--- src/rtl/matrix_operand_fetcher.sv ---
// Operand feeder for inner_product: for each (i,j) of C = A x B, reads row i of A
// and column j of B from synchronous memories and presents them under stb/ack.
module matrix_operand_fetcher #(
    parameter int unsigned number_of_elements = 4,
    parameter int unsigned addr_width         = 8,
    localparam int unsigned index_width       = (number_of_elements > 1) ? $clog2(number_of_elements) : 1,
    localparam int unsigned bus_width         = 32 * number_of_elements
) (
    input  logic                   clk,
    input  logic                   rst,
    input  logic                   start,
    output logic                   busy,
    output logic                   done,
    output logic                   a_rd_en,
    output logic [addr_width-1:0]  a_addr,
    input  logic [31:0]            a_rdata,
    output logic                   b_rd_en,
    output logic [addr_width-1:0]  b_addr,
    input  logic [31:0]            b_rdata,
    output logic [bus_width-1:0]   row,
    output logic                   row_o_stb,
    input  logic                   row_i_ack,
    output logic [bus_width-1:0]   column,
    output logic                   column_o_stb,
    input  logic                   column_i_ack,
    output logic [index_width-1:0] cur_i,
    output logic [index_width-1:0] cur_j
);

    localparam int unsigned n = number_of_elements;
    localparam logic [index_width-1:0] last_index = index_width'(n - 1);

    typedef enum logic [2:0] {IDLE, FETCH, DRAIN, PRESENT, NEXT, DONE} state_t;

    state_t                 state;
    logic [index_width-1:0] i;
    logic [index_width-1:0] j;
    logic [index_width-1:0] k;
    logic [addr_width-1:0]  row_base;
    logic                   cap_en;
    logic [index_width-1:0] cap_k;

    // Read data lags the enable by one cycle, so lane capture runs one cycle
    // behind issue through cap_en/cap_k; the last lane lands during DRAIN.
    always_ff @(posedge clk or posedge rst) begin
        if (rst) begin
            state        <= IDLE;
            i            <= '0;
            j            <= '0;
            k            <= '0;
            row_base     <= '0;
            cap_en       <= 1'b0;
            cap_k        <= '0;
            busy         <= 1'b0;
            done         <= 1'b0;
            a_rd_en      <= 1'b0;
            b_rd_en      <= 1'b0;
            a_addr       <= '0;
            b_addr       <= '0;
            row          <= '0;
            column       <= '0;
            row_o_stb    <= 1'b0;
            column_o_stb <= 1'b0;
            cur_i        <= '0;
            cur_j        <= '0;
        end else begin
            cap_en <= 1'b0;
            if (cap_en) begin
                row[32*int'(cap_k) +: 32]    <= a_rdata;
                column[32*int'(cap_k) +: 32] <= b_rdata;
            end
            case (state)
                IDLE: begin
                    if (start) begin
                        i        <= '0;
                        j        <= '0;
                        k        <= '0;
                        row_base <= '0;
                        busy     <= 1'b1;
                        a_rd_en  <= 1'b1;
                        b_rd_en  <= 1'b1;
                        a_addr   <= '0;
                        b_addr   <= '0;
                        state    <= FETCH;
                    end
                end
                FETCH: begin
                    cap_en <= 1'b1;
                    cap_k  <= k;
                    if (k == last_index) begin
                        a_rd_en <= 1'b0;
                        b_rd_en <= 1'b0;
                        state   <= DRAIN;
                    end else begin
                        k      <= k + index_width'(1);
                        a_addr <= a_addr + addr_width'(1);
                        b_addr <= b_addr + addr_width'(n);
                    end
                end
                DRAIN: begin
                    row_o_stb    <= 1'b1;
                    column_o_stb <= 1'b1;
                    cur_i        <= i;
                    cur_j        <= j;
                    state        <= PRESENT;
                end
                PRESENT: begin
                    if (row_o_stb && row_i_ack) begin
                        row_o_stb <= 1'b0;
                    end
                    if (column_o_stb && column_i_ack) begin
                        column_o_stb <= 1'b0;
                    end
                    if ((!row_o_stb || row_i_ack) && (!column_o_stb || column_i_ack)) begin
                        state <= NEXT;
                    end
                end
                NEXT: begin
                    k <= '0;
                    if (j != last_index) begin
                        j       <= j + index_width'(1);
                        a_addr  <= row_base;
                        b_addr  <= addr_width'(j) + addr_width'(1);
                        a_rd_en <= 1'b1;
                        b_rd_en <= 1'b1;
                        state   <= FETCH;
                    end else if (i != last_index) begin
                        i        <= i + index_width'(1);
                        j        <= '0;
                        row_base <= row_base + addr_width'(n);
                        a_addr   <= row_base + addr_width'(n);
                        b_addr   <= '0;
                        a_rd_en  <= 1'b1;
                        b_rd_en  <= 1'b1;
                        state    <= FETCH;
                    end else begin
                        done  <= 1'b1;
                        busy  <= 1'b0;
                        state <= DONE;
                    end
                end
                DONE: begin
                    done  <= 1'b0;
                    busy  <= 1'b0;
                    state <= IDLE;
                end
                default: state <= IDLE;
            endcase
        end
    end

endmodule
--- config.mk ---
export PLATFORM = sky130hd
export DESIGN_NAME = matrix_operand_fetcher
export DESIGN_NICKNAME = d
export VERILOG_FILES = /design/src/rtl/matrix_operand_fetcher.sv
export SDC_FILE = /design/constraint.sdc
export NUM_CORES = 1
export LEC_CHECK = 0
export BUFFER_PORTS_ARGS = -buffer_cell sky130_fd_sc_hd__buf_2
export CORE_AREA = 5 5 155 157
export DETAILED_ROUTE_END_ITERATION = 10
export DIE_AREA = 0 0 160 162
export GPL_TIMING_DRIVEN = 0
export PLACE_DENSITY = 0.83
export RECOVER_POWER = 100
export SLEW_MARGIN = 20
export SYNTH_ARGS = -nofsm -noshare
export SYNTH_HDL_FRONTEND = slang
export SYNTH_SLANG_ARGS = --single-unit
export TNS_END_PERCENT = 30
--- constraint.sdc ---
create_clock -name clk -period 13 [get_ports clk]
set_clock_uncertainty 0.05 [all_clocks]
set_input_delay 1.3 -clock clk [delete_from_list [all_inputs] [get_ports clk]]
set_output_delay 1.3 -clock clk [all_outputs]
set_load 0.02 [all_outputs]
# Word-level counts from Yosys, hierarchy flattened

Cells that the tools add are included.

Bits of input ports: 69
Register bits after elaboration: 301

Shifts and indexed selects: 3
Equal/unequal tests: 18
Mux-type cells: 44
Reductions and logical operators: 23
$add $sub $neg: 8

Operator list:

| cell                      | count |
|---|---|
| $bwmux 128                | 2 |
| $shiftx 32x33->128        | 2 |
| $shift 32x33->128 const A | 1 |
| $mux 8                    | 8 |
| $pmux 8 s3                | 2 |
| $neg 7->33                | 1 |
| $ne 2x2->1 const B        | 11 |
| $add 8x3->8 const B       | 2 |
| $pmux 8 s2                | 1 |
| $reduce_and 4->1          | 4 |
| $mux 3                    | 5 |
| $pmux 3 s5                | 1 |
| $mux 2                    | 6 |
| $reduce_and 3->1          | 4 |
| $mux 1                    | 11 |
| $add 8x1->8 const B       | 1 |
| $pmux 2 s2                | 2 |
| $add 2x1->2 const B       | 3 |
| $eq 3x2->1 const B        | 2 |
| $eq 3x3->1 const B        | 2 |
| $pmux 1 s2                | 3 |
| $pmux 1 s3                | 2 |
| $pmux 2 s3                | 1 |
| $reduce_bool 2->1         | 3 |
| 10 further kinds          | 16 |

# Longest topological paths before layout

Depth in word-level cells: 5
Depth in mapped cells: 8

# Worst setup path after synthesis

No wires, ideal clock.

Kind: in2reg
Start point: in start
End point: reg b_addr[7]
Cell stages on the path: 5
Arrival time: 2.216 ns
Library setup time: 0.079 ns
Buffers on the path: 1
Slack: 10.654 ns
Path through: o21bai_1 -> a21o_1 -> buf_6 -> nor4_1 -> mux2i_1

Word-level cells in the longest chain between the ends: 2

Ends and longest elaborated chain:

| element                    | line | text |
|---|---|---|
| start, declared            | 11   | `input logic start,` |
| $ne 2x2->1 (no line)       | -    |  |
| $reduce_and 4->1 (no line) | -    |  |
| end signal, assigned       | 97   | `b_addr <= b_addr + addr_width'(n);` |
| end signal, assigned       | 123  | `b_addr <= addr_width'(j) + addr_width'(1);` |
| end, declared              | 18   | `output logic [addr_width-1:0] b_addr,` |

No other way between the ends.
A chain may end at the register's enable or synchronous reset.

==> results.txt <==
----------------------------------------------------
[Status]
  Status ... finished with violations
  Failing checks ... max-capacitance violations, max-slew violations

[Finish]
  Final standard cell area without fillers ... 0.01394 mm^2
  Ratio of cells with drive above 1 in the final layout ... 0.1032
  Final Non-Filler Cells ... 1496
  Layout net count ... 1271
  # fillers ... 1850
  Antenna diode count ... 0
  Final core utilization ... 0.6231
  Relative area change from synthesis to final layout ... 24.28%

[Setup path]
  Worst EP required ... 12.80 ns
  Worst-path maximum fanout ... 65
  Worst Setup End Kind ... async pin
  Launching element type of the critical path ... input pin
  Class of the most critical setup path ... input pin to async pin
  Arrival time of data at the critical path endpoint ... 5.32 ns

[Global route]
  Leftover overflow at the end of global routing ... 0
  Antenna violations before repair ... 1
  Overall fraction of global-route tracks in use ... 0.2542
  Largest net degree at the start of global routing ... 95
  Vias in the first global route ... 9157
  Wire length of the first global-routing pass ... 53.22 mm

[Floorplan]
  Initial standard-cell utilization of the core ... 0.5014
  Die Span X ... 160 um
  Overall die area ... 0.02592 mm^2
  CORE AREA ... 0.02237 mm^2
  Boundary pin count ... 351
  Total number of placement rows ... 55
  Die outline height ... 162 um

[Route]
  Post-detailed-route DRC marker count ... 0
  First-pass iteration count of the detailed router ... 5
  Final wirelength ... 34.49 mm
  Vias per cell ... 5.991
  Routed length per placed instance ... 23.05 um
  Number of routed nets with antenna violations ... 0
  Number of DRC markers in iteration 0 ... 815
  Overall via count from detail_route ... 8962

[Clocking]
  Number of buffers created by CTS ... 28
  Clock tree from TritonCTS ... built
  Total clock sinks ... 299
  CTS Hold Bufs ... 0
  Clock Pin Slew Worst Setup and Hold Paths ... 0.06 ns
  Maximum number of buffers from clock root to sink ... 3
  Post_cts resized ... 0
  Clk Latency, worst-skew pair ... 0.53 ns
  Number of levels in the clock H-tree ... 1
  Root buffer cell ... clkbuf_16
  Setup fix buffers added after clock tree synthesis ... 0

[STA]
  Final min period ... 5.521 ns
  Total setup violations reported at the end of the flow ... 0
  Slew headroom ... -1.317
  Aggregate negative setup slack ... 0 ns
  Maximum clock frequency ... 0.1811 GHz
  Post-Route Hold Slack ... 0.4364 ns
  Pin slew with the least headroom to its limit ... 3.475 ns
  Total count of max-transition violations in the final report ... 129
  Period Utilization, post-route ... 0.4247
  Setup repair after global routing missed its margin ... no
  Hold violation total from the final report ... 0

[Synthesis]
  Avg Inst Size Synth ... 13.88 um^2
  Post-synth top area share ... 0.6673
  Library cell with the largest summed area after synthesis ... dfrtp_1
  Synthesized net count ... 888
  Number of instances in the synthesized netlist ... 808
  Cell area after synthesis ... 0.01121 mm^2
  Area fraction in and, or, nand and nor cells after synthesis ... 0.04207
  Top cells by count, synth ... 299 x dfrtp_1, 261 x a22o_1, 61 x clkbuf_1
  Largest family of logic cells by synthesized area ... compound AO/OA/AOI/OAI gates
  Sequential fraction of the synthesis area ... 0.6673
  Share of the synthesized area in compound gates (AO/OA/AOI/OAI) ... 0.2385
  Adder and majority cell fraction of the synthesized area ... 0.01227
  Count of flip-flops with a built-in enable after synthesis ... 0
  Post-synthesis register bit count ... 299
  Most numerous cell in the Yosys netlist ... dfrtp_1
  Unique masters post-synth ... 50
  Dominant register cell in the synthesized netlist ... dfrtp_1
  Share of synthesized area spent on multiplexers ... 0.007811
  Share of the synthesized netlist area taken by xor and xnor gates ... 0.003905
  Async SR Flop Fraction ... 1.000
  Synthesis warning total ... 0
  Most area-consuming cells after synthesis ... dfrtp_1 67%, a22o_1 20%, clkbuf_1 2.0%, ha_1 1.2%, nand2_1 1.1%

[Power and ir drop]
  Internal power ... 0.002084 W
  Portion of total power attributed to the clock network ... 0.239
  Net Sw Frac ... 0.3939
  Total power per unit cell area ... 246.7 mW/mm^2
  Switching power ... 0.001354 W
  Worst vdd ir ... 131.5 uV
  Portion of total power attributed to sequential cells ... 0.405
  Static Leakage ... 6.624 nW
  Combinational share of power ... 0.356

[Hold path]
  Hold/Removal Path Class ... flop to flop

[Placed design]
  HPWL after detailed placement ... 24.40 mm
  Standard cell area after detailed placement ... 0.01342 mm^2
  GP Congestion ... 0.8927
  Count of buffers inserted at the top-level ports ... 350
  Total placed cells including tap cells ... 1446

[Run]
  Number of max-cap violations ... 3

----------------------------------------------------
[power groups by stage]
stage                     Combinational (W)  Sequential [W]  Clock [W]
after floorplan                    0.000496         0.00169          0
after global placement              0.00127         0.00138          0
after detailed placement            0.00131         0.00139          0
after CTS                           0.00132         0.00138   0.000834
after global routing                0.00131         0.00142   0.000873
final                               0.00122         0.00139   0.000822
[cell families after synthesis]
| kind of cell | Yosys count |
|---|---|
| XOR/XNOR | 5 |
| AND/OR/NAND/NOR | 88 |
| flip-flops | 299 |
| AO/OA/AOI/OAI | 319 |
| adder cells (fa/ha/maj) | 11 |
| buffers and inverters | 78 |
| multiplexers | 8 |
[worst max-delay path, cell delays in order]
cell        delay, ns
clkbuf_1         0.09
clkinvlp_2       1.35
clkbuf_1         2.54
[state kept, by name, indices dropped and copies added, names as in the netlist, 2 cells and up]
signal    count
state         3
column      128
i             2
b_addr        8
row         128
cap_k         2
row_base      6
a_addr        8
k             2
cur_j         2
cur_i         2
j             2
[layout by cell type (no fill, tap or decap), types with 4 or more instances in the layout]
cell       netlist  final
a21o_1           6      6
a21oi_1         10     10
a22o_1         261    261
buf_2            4     65
clkbuf_1        61    356
clkbuf_16        0     29
clkbuf_8         0     10
clkinv_2         0      5
dfrtp_1        299    299
ha_1            11     11
inv_1           10      9
mux2_2           6      6
nand2_1         32     32
nand2b_1         5      5
nand3_1         12     12
nor2_1           8      8
nor2b_1          4      4
nor3_1           4      4
nor4_1           3      4
o21ai_0         14     15
o31ai_1          6      6
xor2_1           4      4
[metrics by stage]
stage               worst slack (ns)  total power, W
global route                   6.454        0.003602
global placement              0.6563        0.002657
CTS                            10.25        0.003532
finish                         7.479        0.003438
floorplan                      3.389        0.002184
detailed placement             10.22        0.002702
[cell type report]
cell class	count	area (um^2)	share of cell area
sequential	299	7482	0.5369
multi-input combinational	431	3396	0.2437
timing repair buffer	353	1454	0.1043
clock buffer	43	878.3	0.06303
tap	285	356.6	0.02559
buffer	68	266.5	0.01912
clock inverter	7	63.81	0.004579
inverter	10	38.79	0.002783
[worst paths after layout]
check,cells past startpoint,slack [ns],endpoint,startpoint
min in group asynchronous,2,1.35,column[54],rst
max reg2reg,5,9.58,row[122],cap_k[0]
max in group clk,5,9.58,row[122],cap_k[0]
max,3,7.48,row[41],rst
min,1,0.44,b_addr[0],b_addr[0]
min reg2reg,1,0.44,b_addr[0],b_addr[0]
[routing by layer]
metal	vias up	track usage	wire length, um
met1	4554	0.3248	13470
met2	448	0.4270	16900
li1	3868	-	-
met4	2	0.09034	1206
met5	-	0	7
met3	90	0.06242	2910
Note: power is estimated with default switching activity, not from simulation.
